`src/rtl/edge_event_arbiter.sv`:
```
// Rising-edge capture into per-channel pending flags, served one at a time
// over valid/ready with round-robin fairness. Optional lost-event flags: EDGE_EVT_OVERFLOW_EN.
module edge_event_arbiter #(
  parameter int N    = 4,
  parameter int ID_W = 2
) (
  input  logic            clk,
  input  logic            rst,
  input  logic [N-1:0]    sig,
  output logic            evt_valid,
  output logic [ID_W-1:0] evt_id,
  input  logic            evt_ready,
  output logic [N-1:0]    pending
`ifdef EDGE_EVT_OVERFLOW_EN
  ,
  output logic [N-1:0]    overflow,
  input  logic [N-1:0]    ovf_clr
`endif
);

  typedef enum logic {IDLE, OFFER} state_t;

  state_t            state_reg;
  state_t            state_next;
  logic [N-1:0]      sig_dly_reg;
  logic [N-1:0]      pending_reg;
  logic [N-1:0]      edge_det;
  logic [N-1:0]      clr;
  logic [ID_W-1:0]   evt_id_reg;
  logic [ID_W-1:0]   rr_ptr_reg;
  logic [ID_W-1:0]   sel_id;
  logic              accept;

  assign accept = (state_reg == OFFER) && evt_ready;

  always_ff @(posedge clk) begin
    sig_dly_reg <= sig;
  end

  genvar gi;
  generate
    for (gi = 0; gi < N; gi++) begin : g_chan
      assign edge_det[gi] = sig[gi] & ~sig_dly_reg[gi];
      assign clr[gi]      = accept && (evt_id_reg == ID_W'(gi));

      // A fresh edge in the accept cycle re-arms the channel.
      always_ff @(posedge clk) begin
        if (rst) begin
          pending_reg[gi] <= 1'b0;
        end else begin
          pending_reg[gi] <= (pending_reg[gi] & ~clr[gi]) | edge_det[gi];
        end
      end

`ifdef EDGE_EVT_OVERFLOW_EN
      logic ovf_reg;
      always_ff @(posedge clk) begin
        if (rst) begin
          ovf_reg <= 1'b0;
        end else if (edge_det[gi] & pending_reg[gi] & ~clr[gi]) begin
          ovf_reg <= 1'b1;
        end else if (ovf_clr[gi]) begin
          ovf_reg <= 1'b0;
        end
      end
      assign overflow[gi] = ovf_reg;
`endif
    end
  endgenerate

  // Round-robin scan starting at rr_ptr, wrapping at N-1 -> 0.
  always_comb begin
    int  idx;
    logic found;
    idx    = 0;
    found  = 1'b0;
    sel_id = '0;
    for (int j = 0; j < N; j++) begin
      idx = int'(rr_ptr_reg) + j;
      if (idx >= N) idx = idx - N;
      if (!found && pending_reg[idx]) begin
        found  = 1'b1;
        sel_id = ID_W'(idx);
      end
    end
  end

  always_ff @(posedge clk) begin
    if (rst) begin
      state_reg <= IDLE;
    end else begin
      state_reg <= state_next;
    end
  end

  always_comb begin
    state_next = state_reg;
    case (state_reg)
      IDLE:    if (pending_reg != '0) state_next = OFFER;
      OFFER:   if (evt_ready) state_next = IDLE;
      default: state_next = IDLE;
    endcase
  end

  always_comb begin
    evt_valid = (state_reg == OFFER);
  end

  always_ff @(posedge clk) begin
    if (rst) begin
      evt_id_reg <= '0;
      rr_ptr_reg <= '0;
    end else begin
      if (state_reg == IDLE && pending_reg != '0) begin
        evt_id_reg <= sel_id;
      end
      if (accept) begin
        rr_ptr_reg <= (evt_id_reg == ID_W'(N - 1)) ? '0 : evt_id_reg + 1'b1;
      end
    end
  end

  assign evt_id  = evt_id_reg;
  assign pending = pending_reg;

endmodule

```
`config.mk`:
```
export PLATFORM = sky130hd
export DESIGN_NAME = edge_event_arbiter
export DESIGN_NICKNAME = d
export VERILOG_FILES = /design/src/rtl/edge_event_arbiter.sv
export SDC_FILE = /design/constraint.sdc
export NUM_CORES = 1
export LEC_CHECK = 0
export BUFFER_PORTS_ARGS = -buffer_cell sky130_fd_sc_hd__buf_4
export CAP_MARGIN = 10
export CORE_MARGIN = 4
export CORE_UTILIZATION = 45
export DETAILED_ROUTE_END_ITERATION = 12
export PLACE_DENSITY = 0.74
export SYNTH_ARGS = -nofsm -noshare
export SYNTH_HDL_FRONTEND = slang
export SYNTH_SLANG_ARGS = --single-unit
```
`constraint.sdc`:
```
create_clock -name clk -period 1.7 [get_ports clk]
set_input_delay 0.255 -clock clk [delete_from_list [all_inputs] [get_ports clk]]
set_output_delay 0.255 -clock clk [all_outputs]
set_load 0.05 [all_outputs]
```
==> results_dict.tcl <==
set metrics [dict create \
    grt_pass1_vias 444 \
    grt_remaining_overflow 0 \
    holdBufCountCts 0 \
    ios 14 \
    clk_latency_ns 0.27 \
    worstPathRequired_ns 1.91 \
    dieHeight_um 44.07 \
    final_cell_mix "13 x dfxtp_1, 13 x buf_4, 9 x a21oi_1, 9 x nor2_1, 8 x nand2_1" \
    hold_path.class "in -> reg" \
    placementRows 12 \
    worstMarginPinSlew_ns 0.4475 \
    grt_start_max_net_pins 10 \
    setup_tns_ns 0 \
    grt.busiest_layer "met2" \
    yosysUniqueCellTypes 24 \
    ir_drop_mv 0.6813 \
    cts_resized 0 \
    finalWirelength_um 1130 \
    synthCells 69 \
    grt_pass1_wl_um 1918 \
    drv_slew 0 \
    core_area_um2 1171 \
    leakage_uw 0.0002984 \
    path_clk_slew_ns 0.08 \
    fmax_ghz 0.7163 \
    post-route-util_pct 60.47 \
    use_met3_pct 7.317 \
    cts_buffer_depth 2 \
    io_buffers 13 \
    use_met2_pct 21.22 \
    wire_per_inst_um 11.65 \
    syn_area_um2 585.6 \
    place.gp.congestion 0.7759 \
    yosys_warnings 0 \
    htree_levels 1 \
    ys_seq_area_share_pct 44.44 \
    drt_iter0_drc 12 \
    hpwlAfterDp_um 818.5 \
    slowest_delay_ns 0.46 \
    drive_gt1_share_pct 19.28 \
    power.density_nw_per_um2 1005 \
    slew_headroom_pct 69.89 \
    cp-start-kind "flop" \
    area_delta_synth_final_pct 20.94 \
    rsz0062_at_grt "false" \
    nFillCells 108 \
    diodes 0 \
    met1_usage_pct 16.30 \
    critPathCaptureType "flop" \
    avgSynthCellArea_um2 8.486 \
    critical_path_class "reg -> reg" \
    place_ws_ns 0.3421 \
    via_per_inst 5.144 \
    drt_pre_antenna_iters 4 \
    drv_cap 0 \
    path_cells "mux2i_1, nor2_1, or4_1, a21oi_1" \
    cts_tree "yes" \
    start_util_pct 50.00 \
    setup_viol_count_final 0 \
    clock_sinks 13 \
    die_w_um 44.07 \
    cp_slowest_cell "dfxtp_1" \
    final.min_clock_period_ns 1.396 \
    fin_skew_ns 0.007399 \
    finalHoldViolations 0 \
    arrival_ns 1.61 \
    ys_ff_latch 13 \
    root_buffer "clkbuf_4" \
    synthesis.nets 80 \
    finalCritPeriodShare_pct 82.12 \
    antenna_left 0 \
    finalWorstSetupSlack_ns 0.3040 \
    post-cts-setup-buffer-count 0 \
    numCtsBuffers 3 \
    vias 499 \
    outcome "finished, final reports clean" \
    fin_nets 95 \
    cp_max_fo 8 \
    grt_util_all_layers_pct 13.63 \
    antenna_found_initial 0 \
    die_area_um2 1942 \
    drcViolationCount 0 \
]
## logic make-up after synthesis
logic type	count (synthesis)	share of synthesized area, %
AOI/OAI and AO/OA	15	14.53
adders and majority gates	4	8.547
DFF	13	44.44
and+or+nand+nor	29	25.00
buffers and inverters	7	5.767
muxes	1	1.709
## synth_stat cells
library cell	n	area, um2
a211oi_1	1	7.510
a21boi_0	1	7.510
a21oi_1	9	45.04
a311oi_1	1	8.760
and2_1	1	6.260
and4b_1	1	10.01
buf_1	1	3.750
buf_6	1	11.26
clkbuf_1	1	3.750
dfxtp_1	13	260.3
ha_1	4	50.05
inv_1	4	15.01
mux2i_1	1	10.01
nand2_1	8	30.03
nand2b_1	1	6.260
nor2_1	9	33.78
nor2b_1	4	25.02
nor3_1	1	5.000
nor3b_1	1	7.510
nor4_1	1	6.260
nor4b_1	1	8.760
o21ai_0	2	10.01
o22ai_1	1	6.260
or4_1	1	7.510
## critical path, delay by kind of cell (launching register included)
kind,cells,cell delay (ns)
flip-flops,1,0.46
multiplexers,1,0.21
AND/OR/NAND/NOR,2,0.52
AO/OA/AOI/OAI,1,0.14
## worst paths after layout
kind | start | to | slack (ns) | cells past startpoint
min reg2reg | sig_dly_reg[2] | pending[2] | 0.53 | 3
min | sig[1] | sig_dly_reg[1] | 0.09 | 1
max | rr_ptr_reg[1] | evt_id[0] | 0.30 | 4
max reg2reg | rr_ptr_reg[1] | evt_id[0] | 0.30 | 4
## where the power goes
group	total, uW	leakage, uW	internal (uW)	switching (uW)
combinational	160	0.000175	61.1	98.4
clock	189	0.0000150	90.9	98.2
sequential	363	0.000108	328	34.7
total	712	0.000298	480	231
## cell type report
class | instances | area, um2 | area share (%)
tap | 14 | 17.52 | 2.473
sequential | 13 | 260.3 | 36.75
clock buffer | 4 | 26.28 | 3.710
inverter | 4 | 15.01 | 2.120
multi-input combinational | 49 | 291.5 | 41.17
timing repair buffer | 13 | 97.59 | 13.78
## layer usage
metal	wire, um	vias up
met5	0	-
met4	9	0
met3	86	2
met2	510	15
met1	523	220
li1	-	262
## metrics by stage
stage,power [uW],area [um2],hold WS (ns),std cells
floorplan,478.5,585.6,0.2827,69
global placement,526.3,681.9,0.3659,93
detailed placement,528.7,681.9,0.3671,93
CTS,720.5,708.2,0.08059,97
global route,757.6,708.2,0.06516,97
finish,711.6,708.2,0.09015,97
No activity file was read; power rests on OpenSTA's default activity.
